`config.mk`:
```
export PLATFORM = sky130hd
export DESIGN_NAME = branch_predictor
export DESIGN_NICKNAME = d
export VERILOG_FILES = /design/src/rtl/bp_pkg.sv /design/src/rtl/bp_counter_table.sv /design/src/rtl/branch_predictor.sv
export SDC_FILE = /design/constraint.sdc
export NUM_CORES = 1
export LEC_CHECK = 0
export ABC_AREA = 1
export CELL_PAD_IN_SITES_DETAIL_PLACEMENT = 0
export CELL_PAD_IN_SITES_GLOBAL_PLACEMENT = 1
export CORE_MARGIN = 2
export CORE_UTILIZATION = 32
export DETAILED_ROUTE_END_ITERATION = 10
export GPL_ROUTABILITY_DRIVEN = 0
export GPL_TIMING_DRIVEN = 0
export PLACE_DENSITY = 0.79
export SYNTH_ARGS = -nofsm -noshare
export SYNTH_HDL_FRONTEND = slang
export SYNTH_HIERARCHICAL = 1
export SYNTH_SLANG_ARGS = --single-unit
```
`constraint.sdc`:
```
create_clock -name i_clk -period 5.1 [get_ports i_clk]
set_input_delay 0.765 -clock i_clk [delete_from_list [all_inputs] [get_ports i_clk]]
set_output_delay 0.765 -clock i_clk [all_outputs]
set_load 0.02 [all_outputs]
```
`src/rtl/bp_pkg.sv`:
```
// Shared types and helpers for the branch predictor.
package bp_pkg;

  localparam logic [6:0] OP_BRANCH = 7'b1100011;

  // 2-bit saturating counter states
  typedef enum logic [1:0] {
    SNT = 2'b00,
    WNT = 2'b01,
    WT  = 2'b10,
    ST  = 2'b11
  } cnt_e;

  // Saturating increment on taken, saturating decrement on not-taken
  function automatic cnt_e cnt_update(input cnt_e c, input logic taken);
    if (taken) begin
      return (c == ST) ? ST : cnt_e'(c + 2'd1);
    end
    return (c == SNT) ? SNT : cnt_e'(c - 2'd1);
  endfunction

  // Takes {instr[31:25], instr[11:7]} and returns the 13-bit B-immediate
  function automatic logic [12:0] b_imm(input logic [11:0] bits);
    return {bits[11], bits[0], bits[10:5], bits[4:1], 1'b0};
  endfunction

endpackage

```
`src/rtl/bp_counter_table.sv`:
```
// Table of 2-bit saturating counters: one async read port, one synchronous update port.
module bp_counter_table
  import bp_pkg::*;
#(
  parameter int unsigned IDX_BITS = 4,
  parameter logic [1:0]  INIT_CNT = 2'b01
) (
  input  logic                i_clk,
  input  logic                i_rst_n,
  input  logic [IDX_BITS-1:0] i_rd_idx,
  output logic [1:0]          o_rd_cnt,
  input  logic                i_we,
  input  logic [IDX_BITS-1:0] i_wr_idx,
  input  logic                i_taken
);

  localparam int unsigned Entries = 2 ** IDX_BITS;

  logic [1:0] r_cnt [Entries];

  // Read returns the pre-update value; no bypass from the update port
  assign o_rd_cnt = r_cnt[i_rd_idx];

  // Counter update on a resolved branch, async reset to INIT_CNT
  always_ff @(posedge i_clk or negedge i_rst_n) begin
    if (!i_rst_n) begin
      for (int i = 0; i < Entries; i++) begin
        r_cnt[i] <= INIT_CNT;
      end
    end else if (i_we) begin
      r_cnt[i_wr_idx] <= cnt_update(cnt_e'(r_cnt[i_wr_idx]), i_taken);
    end
  end

endmodule

```
`src/rtl/branch_predictor.sv`:
```
// Bimodal branch predictor with EX-stage resolution and mispredict statistics.
// Optional gshare indexing is enabled by defining BP_GSHARE_EN.
module branch_predictor
  import bp_pkg::*;
#(
  parameter int unsigned IDX_BITS = 4,
  parameter int unsigned PC_W     = 32,
  parameter logic [1:0]  INIT_CNT = 2'b01,
  parameter int unsigned MISS_W   = 16
) (
  input  logic                i_clk,
  input  logic                i_rst_n,
  input  logic [PC_W-1:0]     i_pc_if,
  input  logic [31:0]         i_instr_if,
  output logic                o_pred_taken,
  output logic [PC_W-1:0]     o_pred_npc,
  input  logic                i_br_valid_ex,
  input  logic [PC_W-1:0]     i_pc_ex,
  input  logic                i_pred_taken_ex,
  input  logic                i_br_taken_ex,
  input  logic [PC_W-1:0]     i_br_target_ex,
`ifdef BP_GSHARE_EN
  input  logic [IDX_BITS-1:0] i_ghr_ex,
  output logic [IDX_BITS-1:0] o_ghr_if,
`endif
  output logic                o_beq_wrong_pred,
  output logic [PC_W-1:0]     o_recover_pc,
  output logic [MISS_W-1:0]   o_miss_cnt,
  output logic [MISS_W-1:0]   o_br_cnt
);

  logic [IDX_BITS-1:0] w_idx_if;
  logic [IDX_BITS-1:0] w_idx_ex;
  logic [1:0]          w_rd_cnt;
  logic [12:0]         w_imm13;
  logic [PC_W-1:0]     w_imm;
  logic                w_is_branch;
  logic                w_wrong;
  logic                w_unused_instr;
  logic [MISS_W-1:0]   r_miss_cnt;
  logic [MISS_W-1:0]   r_br_cnt;

  assign w_unused_instr = ^i_instr_if[24:12];

`ifdef BP_GSHARE_EN
  logic [IDX_BITS-1:0] r_ghr;

  assign w_idx_if = i_pc_if[IDX_BITS+1:2] ^ r_ghr;
  assign w_idx_ex = i_pc_ex[IDX_BITS+1:2] ^ i_ghr_ex;
  assign o_ghr_if = r_ghr;

  // History shifts on every resolved branch; a mispredict rebuilds it from the snapshot
  always_ff @(posedge i_clk or negedge i_rst_n) begin
    if (!i_rst_n) begin
      r_ghr <= '0;
    end else if (i_br_valid_ex) begin
      if (w_wrong) begin
        r_ghr <= {i_ghr_ex[IDX_BITS-2:0], i_br_taken_ex};
      end else begin
        r_ghr <= {r_ghr[IDX_BITS-2:0], i_br_taken_ex};
      end
    end
  end
`else
  assign w_idx_if = i_pc_if[IDX_BITS+1:2];
  assign w_idx_ex = i_pc_ex[IDX_BITS+1:2];
`endif

  bp_counter_table #(
    .IDX_BITS (IDX_BITS),
    .INIT_CNT (INIT_CNT)
  ) u_table (
    .i_clk    (i_clk),
    .i_rst_n  (i_rst_n),
    .i_rd_idx (w_idx_if),
    .o_rd_cnt (w_rd_cnt),
    .i_we     (i_br_valid_ex),
    .i_wr_idx (w_idx_ex),
    .i_taken  (i_br_taken_ex)
  );

  // IF-stage prediction and next-PC, zero latency
  always_comb begin
    w_is_branch  = (i_instr_if[6:0] == OP_BRANCH);
    w_imm13      = b_imm({i_instr_if[31:25], i_instr_if[11:7]});
    w_imm        = {{(PC_W-13){w_imm13[12]}}, w_imm13};
    o_pred_taken = w_is_branch && w_rd_cnt[1];
    o_pred_npc   = i_pc_if + (o_pred_taken ? w_imm : PC_W'(4));
  end

  // EX-stage resolution; mispredict is suppressed while in reset
  always_comb begin
    w_wrong          = i_rst_n && i_br_valid_ex && (i_pred_taken_ex != i_br_taken_ex);
    o_beq_wrong_pred = w_wrong;
    o_recover_pc     = i_br_taken_ex ? i_br_target_ex : (i_pc_ex + PC_W'(4));
  end

  // Saturating branch and mispredict statistics
  always_ff @(posedge i_clk or negedge i_rst_n) begin
    if (!i_rst_n) begin
      r_br_cnt   <= '0;
      r_miss_cnt <= '0;
    end else begin
      if (i_br_valid_ex && !(&r_br_cnt)) begin
        r_br_cnt <= r_br_cnt + MISS_W'(1);
      end
      if (w_wrong && !(&r_miss_cnt)) begin
        r_miss_cnt <= r_miss_cnt + MISS_W'(1);
      end
    end
  end

  assign o_miss_cnt = r_miss_cnt;
  assign o_br_cnt   = r_br_cnt;

endmodule
```
Yosys cells after proc, flatten, opt, wreduce, memory -nomap -nowiden
Cells that the tools add are included.

Word-level logic and storage cells: 61. Bits in writable memories: 0. Bits in read-only memories: 0. Memories: 0. Latch bits: 0. Output and inout bits: 98. Bits in registers: 64.

Add/subtract/negate cells: 6. Multiplexer cells: 18. Shifts and indexed selects: 0. Eq/ne operators: 3. Magnitude comparators: 3. Divide/modulo/power cells: 0. Multipliers: 0. Reduce and logical (&&, ||, !) cells: 11. Bitwise gates (word level): 2.

Operator list (count): $mux 32 (2); $add 16x1->16 const B (2); $add 32x3->32 const B (1); $add 32x32->32 (1); $bwmux 32 (1); $reduce_and 16->1 (2); $mux 2 (10); $bmux 2 s4 (2); $ge 5x5->1 const B (2); $not 4->5 (2); $demux 2 s4 (1); $eq 7x7->1 const B (1); $logic_and 1x1->1 (6); $lt 5x1->1 const B (1); $add 2x1->2 const B (1); $eq 2x2->1 const B (1); $logic_not 1->1 (2); $logic_not 2->1 (1); $mux 1 (2); $sub 2x1->2 const B (1); $ne 1x1->1 (1).

Depth between registers and ports, before layout
Depth after elaboration: 10. Gate-level depth with buffers: 23. Gate-level depth less buffers: 21.

Hierarchy
Netlist, hierarchy kept.

By module, submodules not included: branch_predictor (area an instance 5477.8 um^2, seq. area each 800.8 um^2, cells each 1013, times used 1); bp_counter_table (area an instance 2068.2 um^2, seq. area each 820.8 um^2, cells each 332, times used 1).

Worst setup path after synthesis
OpenSTA, ideal clock, no wires.

Path kind: input-to-output. Start: input port i_pc_if[2]. End: output port o_pred_npc[15]. Buffers on the path: 1. Required time: 4.335 ns. Arrival: 3.835 ns. Stages: 18. Slack: 0.500 ns. Cell sequence: inv_1 clkbuf_1 nor2_1 o221ai_1 o211ai_1 nand2_1 nand2_1 nor3_1 nand2_1 nor2_1 ha_1 nand2_1 inv_1 nand2_1 inv_1 a21oi_1 nand2_1 xor2_1.

Cells in the longest elaborated chain, start to end: 7.

Ends and longest elaborated chain: start, declared (line branch_predictor.sv:13) `input logic [PC_W-1:0] i_pc_if,`; $not 4->5 (implied by the code) (line bp_counter_table.sv:22) `assign o_rd_cnt = r_cnt[i_rd_idx];`; $bmux 2 s4 (line bp_counter_table.sv:22); $mux 2 (implied by the code) (2 in series) (line bp_counter_table.sv:22); via w_rd_cnt[1] (line branch_predictor.sv:34) `logic [1:0] w_rd_cnt;`; $logic_and 1x1->1 (line branch_predictor.sv:87) `o_pred_taken = w_is_branch && w_rd_cnt[1];`; $mux 32 (line branch_predictor.sv:88) `o_pred_npc = i_pc_if + (o_pred_taken ? w_imm : PC_W'(4));`; $add 32x32->32 (line branch_predictor.sv:88); end, declared (line branch_predictor.sv:16) `output logic [PC_W-1:0] o_pred_npc,`.

The timed path passes the listed nets, and every way through them passes these cells. The select of a mux whose other input is x is not followed.

Final worst setup path
Start: input port i_pc_if[2]. End: output port o_pred_npc[13].

The elaborated chain is that of the path after synthesis.

==> summary.txt <==
Placement
  • HPWL Detailed: 20,800 µm
  • Placed Cells: 1,822
  • DP Worst Slack: -1.29 ns
  • I/O Buffers: 215

Timing
  • Fmax: 0.205 GHz
  • Setup WS post-layout: 0.212 ns
  • Slew headroom: 44.7%
  • Tmin final: 4.89 ns
  • Slew Limit Fails: 0
  • RSZ-0062 raised after global routing: no
  • Fin Setup TNS: 0 ns
  • Final Hold Vio Count: 0
  • Fin crit share: 95.8%
  • Worst Tran Pin Value: 0.830 ns
  • Final setup viols: 0
  • Clk_skew: 0.00451 ns

Yosys
  • Syn. warnings: 6
  • Mapped Area: 7430 µm²
  • Syn_nets: 1,489
  • Avg Cell Area, Syn: 5.62 µm²
  • Syn Inst Count: 1,322

Detailed routing
  • Avg WL per Cell: 13.9 µm
  • # DRC: 0
  • Post-route ant nets: 0
  • Detailed Route WL: 25,700 µm
  • Vias per std cell: 4.64
  • 1st-iter DRT viols: 409
  • Via Count: 8,570
  • DRT Pass-1 Iters: 5

Global routing
  • Vias in the first global route: 8,273
  • First-pass GRT wire length: 41,200 µm
  • Initial antenna violation count: 0
  • Total GRT Usage: 20.8%
  • Grt ovf: 0
  • Largest net degree at the start of global routing: 66

Clock network
  • Hold buffer count at cts: 0
  • Worst-Skew Late Latency: 0.33 ns
  • CTS root buf: clkbuf_16
  • Htree depth: 3
  • Cts bufs inserted: 9
  • CTS Sinks: 64
  • Worst-path clk slew: 0.05 ns
  • Max Buffers Root-to-Sink: 2
  • CTS tree: yes

Hold path
  • Hold WC Path Type: reg -> reg
  • WHS Endpoint: u_table/r_cnt[28]
  • Hold Crit Start: u_table/r_cnt[28]
  • Hold path depth: 2

Floorplan
  • Core Area: 22,700 µm²
  • Die height: 156 µm
  • Ports: 231
  • Initial Utilization: 32.7%
  • Full die area: 24,400 µm²
  • Die width: 156 µm
  • Num rows: 55

Power
  • Leak: 5.48 nW
  • Total power: 0.00230 W
  • IR drop worst, VDD: 0.285 mV
  • PwrDens: 222 nW/µm²

Final layout
  • Register area: 1620 µm²
  • Post-Layout Cell Count: 1,846
  • Layout cells sized above 1: 8.52%
  • Multi-input logic area: 4980 µm²
  • N_diodes: 0
  • Area grow syn2layout: 39.6%
  • Final nets: 1,723
  • Final core occ: 45.7%
  • Fill count: 2,444

Setup path
  • Slowest Stage Delay on Critical Path: 0.36 ns
  • Worst Path Required: 4.34 ns
  • Worst Setup End Kind: output pin
  • Arrival time worst endpoint: 4.12 ns
  • Setup slack, reg-to-reg: 3.25 ns
  • Worst Setup Path Type: in -> out
  • Crit-path max FO: 10
  • Worst R2R Start: u_table/r_cnt[22]
  • RR Endpoint: u_table/r_cnt[14]
  • Slowest CP cell: fa_2
  • Setup crit start kind: input port
  • Critical-path cell list: clkdlybuf4s15_2 -> inv_2 -> clkbuf_2 -> nor2_1 -> o221ai_1 -> o211ai_1 -> nand2_1 -> nand2_1 -> nor3_2 -> nand2_2 -> clkbuf_4 -> nor2_1 -> ha_2 -> inv_1 -> fa_2 -> inv_2 -> nand3_1 -> nand3_2 -> nand3_1 -> nand3_2 -> xor2_1 -> clkdlybuf4s15_2
  • Worst Reg-to-Reg Cells: 12

Flow run
  • Max-cap viol count: 0

Run status
  • Outcome: finished, final reports clean
routing by layer:
| layer | vias up | GRT usage [%] | part of all wire [%] |
|---|---|---|---|
| met5 | - | 0 | 0 |
| met4 | 0 | 4.19 | 0.87 |
| met2 | 227 | 34.6 | 45 |
| met3 | 17 | 2.60 | 6.2 |
| li1 | 4531 | - | - |
| met1 | 3795 | 29.1 | 48 |
critical path, delay by kind of cell:
family	cells	cell delay, ns
XOR/XNOR	1	0.21
buffers and inverters	7	1.13
AND/OR/NAND/NOR	10	1.08
AO/OA/AOI/OAI	2	0.34
adder cells (fa/ha/maj)	2	0.58
cells in the final DEF, fill, tap and decap left out, drive strengths merged, types with 16 or more instances in the layout:
master / count
ha: 33
a21oi: 25
clkbuf: 26
o21ai: 41
nand3: 81
dfstp: 16
dfrtp: 48
nor2: 143
nand4: 17
nand2: 595
xor2: 40
inv: 206
nor3: 25
clkdlybuf4s50: 186
buf: 22
sequential cells by signal, summed over array words and instances (netlist names):
name,cells
o_miss_cnt,16
u_table/r_cnt,32
o_br_cnt,16
metrics by stage:
step	instance area (µm²)	hold WS [ns]
after floorplan	7430	0.447
after global placement	9940	0.455
after global routing	10400	0.485
after CTS	10300	0.464
final	10400	0.463
after detailed placement	9940	0.455
final cells by class:
type / instances / area share [%]
Multi-Input combinational cell: 1031 / 48.0
Clock buffer: 13 / 2.51
Clock inverter: 3 / 0.386
Tap cell: 285 / 3.44
Sequential cell: 64 / 15.6
Timing Repair Buffer: 222 / 21.2
Inverter: 207 / 7.49
Buffer: 21 / 1.32
repair_timing:
| item | CTS | global route |
|---|---|---|
| setup buffers | 5 | 2 |
| gates resized for setup | 50 | 32 |
| pin swaps | 4 | 1 |
| cloned | 1 | 0 |
| setup endpoints to repair | 30 | 23 |
power by group:
group | switching, W | internal, W
clock network | 0.000217 | 0.000403
logic | 0.000513 | 0.000403
registers | 0.000120 | 0.000647
total | 0.000850 | 0.00145
worst max-delay path by stage:
stage,from,depth (start not counted),to,slack (ns)
6_report,i_pc_if[2],22,o_pred_npc[13],0.21
5_1_grt,i_pc_if[2],22,o_pred_npc[30],0.006
4_1_cts,i_pc_if[2],25,o_pred_npc[20],0.008
3_5_place_dp,i_pc_if[2],19,o_pred_npc[29],-1.29
3_3_place_gp,i_pc_if[2],19,o_pred_npc[29],-1.72
2_1_floorplan,i_pc_if[2],18,o_pred_npc[15],0.69
Note: power is estimated with default switching activity, not from simulation.
